[src/rtl/adder_stage.sv]
// adder_stage: combinational CW-bit ripple-carry chain built from full_adder cells.
//   a, b     : CW-bit chunk operands
//   cin      : carry into bit 0 of the chunk
//   s        : CW-bit chunk sum
//   cout     : carry out of the chunk MSB
//   c_msb_in : carry into the chunk MSB (used for signed overflow)
module adder_stage #(
    parameter int CW = 4
) (
    input  logic [CW-1:0] a,
    input  logic [CW-1:0] b,
    input  logic          cin,
    output logic [CW-1:0] s,
    output logic          cout,
    output logic          c_msb_in
);

    logic [CW:0] carry_s;

    assign carry_s[0] = cin;

    for (genvar i = 0; i < CW; i++) begin : g_bit
        full_adder u_fa (
            .a    (a[i]),
            .b    (b[i]),
            .cin  (carry_s[i]),
            .s    (s[i]),
            .cout (carry_s[i+1])
        );
    end

    assign cout     = carry_s[CW];
    assign c_msb_in = carry_s[CW-1];

endmodule

[src/rtl/full_adder.sv]
// full_adder: single-bit full adder cell.
//   a, b : operand bits
//   cin  : carry in
//   s    : sum bit
//   cout : carry out
module full_adder (
    input  logic a,
    input  logic b,
    input  logic cin,
    output logic s,
    output logic cout
);

    assign s    = a ^ b ^ cin;
    assign cout = (a & b) | (cin & (a ^ b));

endmodule

[src/rtl/pipelined_adder.sv]
// pipelined_adder: WIDTH-bit adder/subtractor split into STAGES ripple chunks,
// one chunk per pipeline stage, with the inter-chunk carry registered.
//   clk, rst_n          : clock, asynchronous active-low reset
//   in_valid / in_ready : operand handshake (in_ready = global advance)
//   a, b, cin, sub      : operands; sub=1 computes a-b-cin
//   out_valid/out_ready : result handshake
//   sum, cout, ovf      : result mod 2^WIDTH, raw MSB carry, signed overflow
module pipelined_adder #(
    parameter int WIDTH  = 16,
    parameter int STAGES = 4
) (
    input  logic             clk,
    input  logic             rst_n,
    input  logic             in_valid,
    output logic             in_ready,
    input  logic [WIDTH-1:0] a,
    input  logic [WIDTH-1:0] b,
    input  logic             cin,
    input  logic             sub,
    output logic             out_valid,
    input  logic             out_ready,
    output logic [WIDTH-1:0] sum,
    output logic             cout,
    output logic             ovf
);

    if (STAGES < 1 || (WIDTH % STAGES) != 0) begin : g_param_check
        $error("pipelined_adder: STAGES must be >= 1 and divide WIDTH");
    end

    localparam int CW = WIDTH / STAGES;

    // Stage registers. Operand registers hold the not-yet-added bits
    // right-justified, so each stage always consumes the low CW bits.
    // The partial sum is shifted in from the top, so after the last stage
    // chunk 0 sits at bit 0.
    logic [STAGES-1:0] valid_r;
    logic [STAGES-1:0] carry_r;
    logic [WIDTH-1:0]  sum_r [STAGES];
    logic [WIDTH-1:0]  a_r   [STAGES];
    logic [WIDTH-1:0]  b_r   [STAGES];
    logic              ovf_r;

    logic              advance_s;
    logic [WIDTH-1:0]  src_a_s   [STAGES];
    logic [WIDTH-1:0]  src_b_s   [STAGES];
    logic [WIDTH-1:0]  src_sum_s [STAGES];
    logic [WIDTH-1:0]  nxt_sum_s [STAGES];
    logic [STAGES-1:0] src_c_s;
    logic [STAGES-1:0] src_v_s;
    logic [STAGES-1:0] co_s;
    logic              cm_s      [STAGES];
    logic [CW-1:0]     s_s       [STAGES];

    // The stall is global: everything moves only when the output slot frees.
    assign advance_s = !valid_r[STAGES-1] || out_ready;
    assign in_ready  = advance_s;

    // Select each stage's source: transformed inputs for stage 0, previous register otherwise.
    always_comb begin
        for (int k = 0; k < STAGES; k++) begin
            if (k == 0) begin
                src_v_s[k]   = in_valid;
                src_a_s[k]   = a;
                src_b_s[k]   = sub ? ~b : b;
                src_c_s[k]   = sub ? ~cin : cin;
                src_sum_s[k] = {WIDTH{1'b0}};
            end else begin
                src_v_s[k]   = valid_r[k-1];
                src_a_s[k]   = a_r[k-1];
                src_b_s[k]   = b_r[k-1];
                src_c_s[k]   = carry_r[k-1];
                src_sum_s[k] = sum_r[k-1];
            end
        end
    end

    for (genvar g = 0; g < STAGES; g++) begin : g_stage
        adder_stage #(.CW(CW)) u_stage (
            .a        (src_a_s[g][CW-1:0]),
            .b        (src_b_s[g][CW-1:0]),
            .cin      (src_c_s[g]),
            .s        (s_s[g]),
            .cout     (co_s[g]),
            .c_msb_in (cm_s[g])
        );
    end

    // Shift the new chunk in at the top of the partial sum.
    always_comb begin
        for (int k = 0; k < STAGES; k++) begin
            nxt_sum_s[k] = (src_sum_s[k] >> CW) | (WIDTH'(s_s[k]) << (WIDTH - CW));
        end
    end

    // Pipeline registers: clear on reset, shift all stages together on advance.
    always_ff @(posedge clk or negedge rst_n) begin
        if (!rst_n) begin
            valid_r <= {STAGES{1'b0}};
            carry_r <= {STAGES{1'b0}};
            ovf_r   <= 1'b0;
            for (int k = 0; k < STAGES; k++) begin
                sum_r[k] <= {WIDTH{1'b0}};
                a_r[k]   <= {WIDTH{1'b0}};
                b_r[k]   <= {WIDTH{1'b0}};
            end
        end else if (advance_s) begin
            valid_r <= src_v_s;
            carry_r <= co_s;
            ovf_r   <= cm_s[STAGES-1] ^ co_s[STAGES-1];
            for (int k = 0; k < STAGES; k++) begin
                sum_r[k] <= nxt_sum_s[k];
                a_r[k]   <= src_a_s[k] >> CW;
                b_r[k]   <= src_b_s[k] >> CW;
            end
        end
    end

    assign out_valid = valid_r[STAGES-1];
    assign sum       = sum_r[STAGES-1];
    assign cout      = carry_r[STAGES-1];
    assign ovf       = ovf_r;

endmodule

[config.mk]
export PLATFORM = sky130hd
export DESIGN_NAME = pipelined_adder
export DESIGN_NICKNAME = d
export VERILOG_FILES = /design/src/rtl/adder_stage.sv /design/src/rtl/full_adder.sv /design/src/rtl/pipelined_adder.sv
export SDC_FILE = /design/constraint.sdc
export NUM_CORES = 1
export LEC_CHECK = 0
export CAP_MARGIN = 5
export CORE_MARGIN = 4
export CORE_UTILIZATION = 40
export DETAILED_ROUTE_END_ITERATION = 6
export PLACE_DENSITY = 0.72
export SYNTH_ARGS = -nofsm -noshare
export SYNTH_HDL_FRONTEND = slang
export SYNTH_SLANG_ARGS = --single-unit
[constraint.sdc]
create_clock -name clk -period 3.8 [get_ports clk]
set_input_delay 0.76 -clock clk [delete_from_list [all_inputs] [get_ports clk]]
set_output_delay 0.76 -clock clk [all_outputs]
set_load 0.01 [all_outputs]
# --- Word-level counts from Yosys, hierarchy flattened ---
# Cells that the tools add are included.
word_totals:
  inputBits: 38
  word_cells: 103
  output_inout_bits: 20
  ff_bits: 109
classes:
  reduce_logical: 2
  mux: 2
  bitwise: 86
op_table:
  columns: ["operator", "count"]
  rows:
  - ["$or 12x16->16", 3]
  - ["$xor 1x1->1", 33]
  - ["$and 1x1->1", 32]
  - ["$mux 16", 1]
  - ["$not 16->16", 1]
  - ["$or 1x1->1", 16]
  - ["$logic_not 1->1", 1]
  - ["$logic_or 1x1->1", 1]
  - ["$mux 1", 1]
  - ["$not 1->1", 1]

# --- Logic depth before layout (Yosys ltp) ---
depth:
  ltp_word: 11
  mapped_depth: 9
  depth_no_buf: 9

# --- Modules after synthesis ---
# Synthesis repeated with hierarchy kept, for this count alone.
hier_totals:
  cells_unflattened: 242
  area_unflattened_um2: 4166.5
modules_own_cells:
  columns: ["module", "area_per_inst_um2", "seq_area_each_um2", "n_inst", "cells_per_inst"]
  rows:
  - ["pipelined_adder", 3846.2, 2427.3, 1, 226]
  - ["full_adder", 20.0, 0.0, 16, 1]

# --- Worst setup path before layout ---
# Ideal clock, no wire load.
synth_path:
  path_type: "input to register"
  startpoint: "input port sub"
  endpoint: "register sum_r (netlist bit src_sum_s[47])"
  cell_stages: 9
  n_path_buf: 2
  arrival_time_ps: 3124
  slack_ps: 551
  setup_ps: 125
  t_required_ps: 3675
  path_cell_list: "buf_2 > buf_4 > xnor2_1 > fa_1 > fa_1 > fa_1 > inv_1 > fa_1 > mux2_2"
synth_via:
  elab_chain_cells: 9
  word_cells_on_any_way: 16
  classes_between: "mux (2); bitwise (14)"
synth_lines:
  columns: ["element", "line", "text"]
  rows:
  - ["from (decl)", "pipelined_adder.sv:19", "input logic sub,"]
  - ["$mux 16", "pipelined_adder.sv:65", "src_b_s[k] = sub ? ~b : b;"]
  - ["$xor 1x1->1", "full_adder.sv:15", "assign cout = (a & b) | (cin & (a ^ b));"]
  - ["$and 1x1->1", "full_adder.sv:15", null]
  - ["$or 1x1->1", "full_adder.sv:15", null]
  - ["$and 1x1->1", "full_adder.sv:15", null]
  - ["$or 1x1->1", "full_adder.sv:15", null]
  - ["$and 1x1->1", "full_adder.sv:15", null]
  - ["$or 1x1->1", "full_adder.sv:15", null]
  - ["$xor 1x1->1 *", "full_adder.sv:14", "assign s = a ^ b ^ cin;"]
  - ["named net g_stage[0].u_stage.g_bit[3].u_fa.s", "full_adder.sv:10", "output logic s,"]
  - ["to (signal, indexed assignment)", "pipelined_adder.sv:103", "sum_r[k] <= {WIDTH{1'b0}};"]
  - ["to (signal, indexed assignment)", "pipelined_adder.sv:112", "sum_r[k] <= nxt_sum_s[k];"]
  - ["to (decl)", "pipelined_adder.sv:39", "logic [WIDTH-1:0] sum_r [STAGES];"]
# The timed path passes the listed nets; every way through them passes the cells marked *.
# A chain may end at the register's enable or synchronous reset.

# --- Worst setup path after layout ---
# Ends and elaborated chain as after synthesis.

==> metrics.yaml <==
wl_per_cell_um: 14.3
p_sw_mw: 1.17
synth_top_area_share: 0.570
routed_wl_mm: 6.82
io_pins: 58
crit_required_ns: 4.05
holdPathStages: 1
grt_pass1_vias: 2366
viasPerCell: 4.68
synth_cell_type_count: 17
die_width_um: 111
yosys_warnings: 0
ir_drop_uv: 362
core_um2: 10300
cell_internal_pwr_mw: 2.75
postCtsResizedCells: 0
slew_headroom: 0.382
drive_gt1_frac: 0.327
grt_pass1_wl_mm: 11.7
cp.arrival_ns: 3.44
finalCritPeriodShare: 0.839
netlist_area_um2: 4260
seq_area_frac_synth: 0.570
rr_startpoint: "a_r[16]$_DFFE_PN0P_"
syn_to_final_growth_pct: 21.1
synthTopCellsByArea: "dfrtp_1, mux2_2, fa_1, xor2_1, inv_1"
clock_power_share: 0.178
final_cell_mix: "dfrtp_1, mux2_2, clkdlybuf4s50_1, inv_1, fa_1"
clock_sinks: 97
r2r_end: "ovf$_DFFE_PN0P_"
rsz0062_at_grt: "no"
netlist_instances: 280
worst_r2r_path_depth: 9
drt_iter0_drc: 65
finalSetupViolations: 0
min_period_ns: 3.19
drt_first_pass_iters: 4
root_buffer: "clkbuf_8"
ctsHoldBuffers: 0
postSynthRegisterBits: 97
cts_buffers: 9
crit_end: "src_sum_s[47]$_DFFE_PN0P_"
dp_hpwl_mm: 4.68
p_comb_frac: 0.376
rows: 37
cp_slowest_cell: "clkdlybuf4s50_1"
max_cap_violations: 0
setup_tns_ns: 0
hp-class: "flop to flop"
antenna_found_initial: 0
critPathKind: "input pin to flop"
yosys.area.top_type: "dfrtp_1"
p_sw_frac: 0.298
io_buffers: 57
path_common_cell: "fa_1"
p_leak_nw: 2.20
worst-r2r-setup-slack_ns: 1.39
max_freq_ghz: 0.314
layout.nets: 391
cp-startpoint: "sub"
post-cts-setup-buffers: 0
fin_skew_ns: 0.00537
final_common_cell: "dfrtp_1"
cp-end-kind: "flop"
via_count: 2236
grtUsageTotal: 0.119
start_util: 0.412
startpoint_type: "input pin"
n_antenna_cell: 0
seqPwrFrac: 0.446
globalplace.congestion: 0.747
htreeDepth: 3
cpPeakStageDelay_ns: 0.62
place_area_um2: 4940
clockBufferDepth: 2
path_max_fanout: 3
worst_slew_pin_slew_ns: 0.927
grt_max_degree: 98
status: "complete, no violations"
ant_nets: 0
hold_viol: 0
drc_errors: 0
syn_nets: 334
maxSlewViolCount: 0
die-area_um2: 12400
worstSkewPairLatency_ns: 0.36
fp.dieH_um: 111
clkTransAtPathRegs_ns: 0.09
cp_cell_sequence: "clkdlybuf4s50_1, xnor2_1, fa_1, fa_1, fa_1, inv_1, fa_1, mux2_2"
synth.avg_cell_area_um2: 15.2
power_density_nw_per_um2: 761
design_area_um2: 5150
cts_tree: "done"
grt_overflow: 0
-- worst max-delay path: cells and delay by family --
kind | cells | cell delay (ns)
XOR/XNOR | 1 | 0.15
adder cells (fa/ha/maj) | 4 | 1.55
multiplexers | 1 | 0.27
buffers and inverters | 2 | 0.70
-- cells by family (layout without fill, tap and decap cells) --
logic type | Yosys count | after routing | share of synthesized area
AO/OA/AOI/OAI | 11 | 11 | 0.0209
XOR/XNOR | 18 | 18 | 0.0370
adder cells (fa/ha/maj) | 16 | 16 | 0.0753
buffers and inverters | 40 | 102 | 0.0456
flip-flops | 97 | 97 | 0.570
multiplexers | 85 | 85 | 0.227
AND/OR/NAND/NOR | 13 | 13 | 0.0241
-- cells in the mapped netlist --
library cell / number
a21oi_1: 2
a21oi_2: 9
buf_2: 8
buf_4: 1
buf_6: 4
clkbuf_1: 2
dfrtp_1: 97
fa_1: 16
inv_1: 25
mux2_2: 79
mux2_4: 3
mux2i_1: 3
nand2b_1: 1
nand2b_4: 1
nor3b_1: 11
xnor2_1: 7
xor2_1: 11
-- per-layer routing --
| metal | up-vias | part of all wire | track usage |
|---|---|---|---|
| li1 | 1041 | - | - |
| met1 | 1135 | 0.49 | 0.164 |
| met2 | 48 | 0.44 | 0.174 |
| met3 | 12 | 0.047 | 0.0338 |
| met4 | 0 | 0.022 | 0.0560 |
| met5 | - | 0 | 0 |
-- cell type report --
cell class | instances | area [um2]
Inverter | 25 | 93.8
Clock inverter | 3 | 46.3
Clock buffer | 13 | 169
Multi-Input combinational cell | 143 | 1630
Sequential cell | 97 | 2430
Tap cell | 136 | 170
Timing Repair Buffer | 61 | 611
Fill cell | 908 | 5170
-- power groups by stage --
| stage | Combinational (mW) | Sequential [mW] | Clock [mW] |
|---|---|---|---|
| after global placement | 1.47 | 1.76 | 0 |
| after floorplan | 1.04 | 1.75 | 0 |
| after global routing | 1.65 | 1.81 | 0.772 |
| after detailed placement | 1.51 | 1.79 | 0 |
| final | 1.47 | 1.75 | 0.697 |
| after CTS | 1.51 | 1.76 | 0.728 |
-- state kept, by name, summed over array words and instances, names as in the netlist --
signal and flops:
ovf 1, carry_r 4, valid_r 4, a_r 24, b_r 24, sum 16
src_sum_s 24
-- stage by stage --
stage	power [mW]	cells	hold slack, ns	utilization	worst slack, ns
after floorplan	2.79	280	0.430	-	0.551
after global placement	3.24	462	0.447	0.478	0.256
after detailed placement	3.29	462	0.455	0.478	0.205
after CTS	4.00	478	0.477	0.499	0.628
after global routing	4.24	478	0.495	0.499	0.543
final	3.92	478	0.476	0.499	0.613
-- worst min-delay path by stage --
stage | end | slack (ns) | from
6_report | valid_r[3]$_DFFE_PN0P_ | 0.48 | valid_r[2]$_DFFE_PN0P_
5_1_grt | valid_r[3]$_DFFE_PN0P_ | 0.49 | valid_r[2]$_DFFE_PN0P_
4_1_cts | valid_r[3]$_DFFE_PN0P_ | 0.48 | valid_r[2]$_DFFE_PN0P_
3_5_place_dp | valid_r[3]$_DFFE_PN0P_ | 0.45 | valid_r[2]$_DFFE_PN0P_
3_3_place_gp | valid_r[3]$_DFFE_PN0P_ | 0.45 | valid_r[2]$_DFFE_PN0P_
2_1_floorplan | valid_r[3]$_DFFE_PN0P_ | 0.43 | valid_r[2]$_DFFE_PN0P_
No activity file was read; power rests on OpenSTA's default activity.
==> variant (config.mk and constraints unchanged) <==
Make the reset (`rst_n`) synchronous in one clocked block. Comments in the files are not updated.
--- a/src/rtl/pipelined_adder.sv
+++ b/src/rtl/pipelined_adder.sv
@@ -95,5 +95,5 @@
 
     // Pipeline registers: clear on reset, shift all stages together on advance.
-    always_ff @(posedge clk or negedge rst_n) begin
+    always_ff @(posedge clk) begin
         if (!rst_n) begin
             valid_r <= {STAGES{1'b0}};
Formal check against the unedited RTL: differs if rst_n is asserted again (counterexample within 10 cycles, from zero or initial values and one cycle with rst_n low); with rst_n held inactive, the same outputs for 10 cycles.
==> variant against the unedited design <==
Non-clock buffer count shrank 1; synthesized cell count grew 3.6%; sequential cell count is the same; worst hold slack lost 0.0048 ns; routed wire length shrank 9.4%; synthesized area shrank 1.6%; cell area shrank 2.6%; die area shrank 1.5%; cell count grew 0.63%; setup slack lost 0.016 ns; critical path type unchanged; critical endpoint is now sum_r[0][15]$_SDFFCE_PN0P_.
Power is not compared: it rests on default switching activity, and its combinational part moved more than twofold at a synthesized area within 25%.
==> variant: results (changes against the unedited design) <==
| Metric | Value |
|---|---|
| Layout cells sized above 1 | 5.80% (-27 points) |
| Number of port buffers | 57 (unchanged) |
| Met1 Usage GRT | 14.6% (-1.8 points) |
| Post-synthesis mux area share | 0% (-23 points) |
| Cell accounting for the most synthesized area | edfxtp_1 |
| Synth top area cells | edfxtp_1 (63%), and3_1 (10%), fa_1 (7.7%), dfxtp_1 (4.3%), xnor2_1 (3.3%) |
| H-tree depth | 3 (unchanged) |
| Metal2 WL | 2820 um (-6.6%) |
| Clock transition at path regs | 0.08 ns |
| Fill count | 912 (+0.44%) |
| Synth cell count leaders | edfxtp_1 (88), and3_1 (67), inv_1 (25) |
| Status | finished clean |
| Post-Synth XOR/XNOR Area | 3.77% (+0.062 points) |
| Seq/Total Area, Yosys | 67.4% (+10 points) |
| TritonRoute pass-1 iters | 4 (unchanged) |
| Wire length on met1 | 2880 um (-13%) |
| Post-cts sizing count | 0 (unchanged) |
| Largest net degree at the start of global routing | 89 (-9.2%) |
| DR WL/cell | 12.9 um (-9.9%) |
| Initial antenna violation count | 0 (unchanged) |
| Syn nets | 344 (+3.0%) |
| Final nets | 394 (+0.77%) |
| Worst skew pair latency | 0.35 ns |
| Hpwl dp | 3770 um (-19%) |
| Global routing usage on met3 | 2.27% (-1.1 points) |
| Gp weighted congestion | 0.699 (-6.5%) |
| Global-route wire length before repair | 10,100 um (-13%) |
| Netlist cell types | 23 (+6) |
| All-Layer GR Usage | 10.9% (-1.0 points) |
| Vias in the first global route | 2,140 (-9.6%) |
| Compound-cell area share of the yosys netlist | 1.73% (-0.35 points) |
| CP top delay family | adder cells |
| Iteration-0 DRC Markers | 140 (+120%) |
| Worst-margin pin slew | 1.09 ns (+0.165 ns) |
| Vias per cell | 4.55 (-2.7%) |
| Synthesis Warnings | 0 (unchanged) |
| Post-synth EDFFs | 88 (+88) |
| Met2 layer usage reported by global route | 16.9% (-0.50 points) |
| Arrival @ worst endpoint | 3.31 ns (-0.13 ns) |
| DR WL met3 | 341 um (+7.2%) |
| Max Used Layer | met4 |
| Largest registers | sum_r: 40 flops, a_r: 24 flops, b_r: 24 flops |
| Clock Skew | 0.00587 ns (+0.000498 ns) |
| CTS Buf Count | 9 (unchanged) |
| Via count | 2,190 (-2.1%) |
| Final Hold Viols | 0 (unchanged) |
| Synth Area in Adders | 7.65% (+0.13 points) |
| Switching part of the total | 19.8% |
| Post-Place Cells | 465 (+0.65%) |
| Maximum clock insertion buffer count | 2 (unchanged) |
| Mapped Avg Cell Area | 14.4 um2 (-5.0%) |
| Async S/R FF share, synth | 0% (-100 points) |
| Max incr delay on CP | 0.59 ns (-0.03 ns) |
-- variant: worst paths after layout --
path	end	slack [ns]	startpoint	cells after the start
min	valid_r[2]$_SDFFE_PN0P_	0.47	valid_r[1]$_SDFFE_PN0P_	2
max	sum_r[0][15]$_SDFFCE_PN0P_	0.60	sub	8
max reg2reg	sum_r[3][15]$_SDFFCE_PN0P_	1.47	a_r[0][24]$_SDFFCE_PN0P_	8
min reg2reg	valid_r[2]$_SDFFE_PN0P_	0.47	valid_r[1]$_SDFFE_PN0P_	2
-- variant: cell families (layout without fill, tap and decap cells) --
group,Yosys count,after routing
simple gates,103,103
compound gates,9,9
flops,97,97
buf+inv,47,102
fa+ha+maj,16,16
xor+xnor,18,18
-- variant: area by class of cell --
class | instances | area [um2] | share of cell area (%)
Clock buffer | 12 | 135 | 2.69
Clock inverter | 4 | 67.6 | 1.35
Inverter | 26 | 103 | 2.04
Multi-Input combinational cell | 146 | 1130 | 22.6
Sequential cell | 97 | 2820 | 56.2
Tap cell | 136 | 170 | 3.39
Timing Repair Buffer | 60 | 588 | 11.7
-- variant: through the flow --
step | setup slack [ns] | hold WS [ns] | cell area (um2) | util [%]
after global placement | 0.277 | 0.447 | 4820 | 46.9
final | 0.597 | 0.472 | 5020 | 48.8
after detailed placement | 0.189 | 0.460 | 4820 | 46.9
after floorplan | 0.392 | 0.440 | 4190 | -
after global routing | 0.500 | 0.493 | 5020 | 48.8
after CTS | 0.577 | 0.468 | 5020 | 48.8
-- variant: power by group through the flow --
stage | Combinational, mW | Clock (mW) | Sequential [mW]
after floorplan | 0.107 | 0 | 1.28
after global placement | 0.186 | 0 | 1.28
after detailed placement | 0.191 | 0 | 1.28
after CTS | 0.192 | 0.701 | 1.26
after global routing | 0.215 | 0.742 | 1.27
final | 0.189 | 0.689 | 1.26
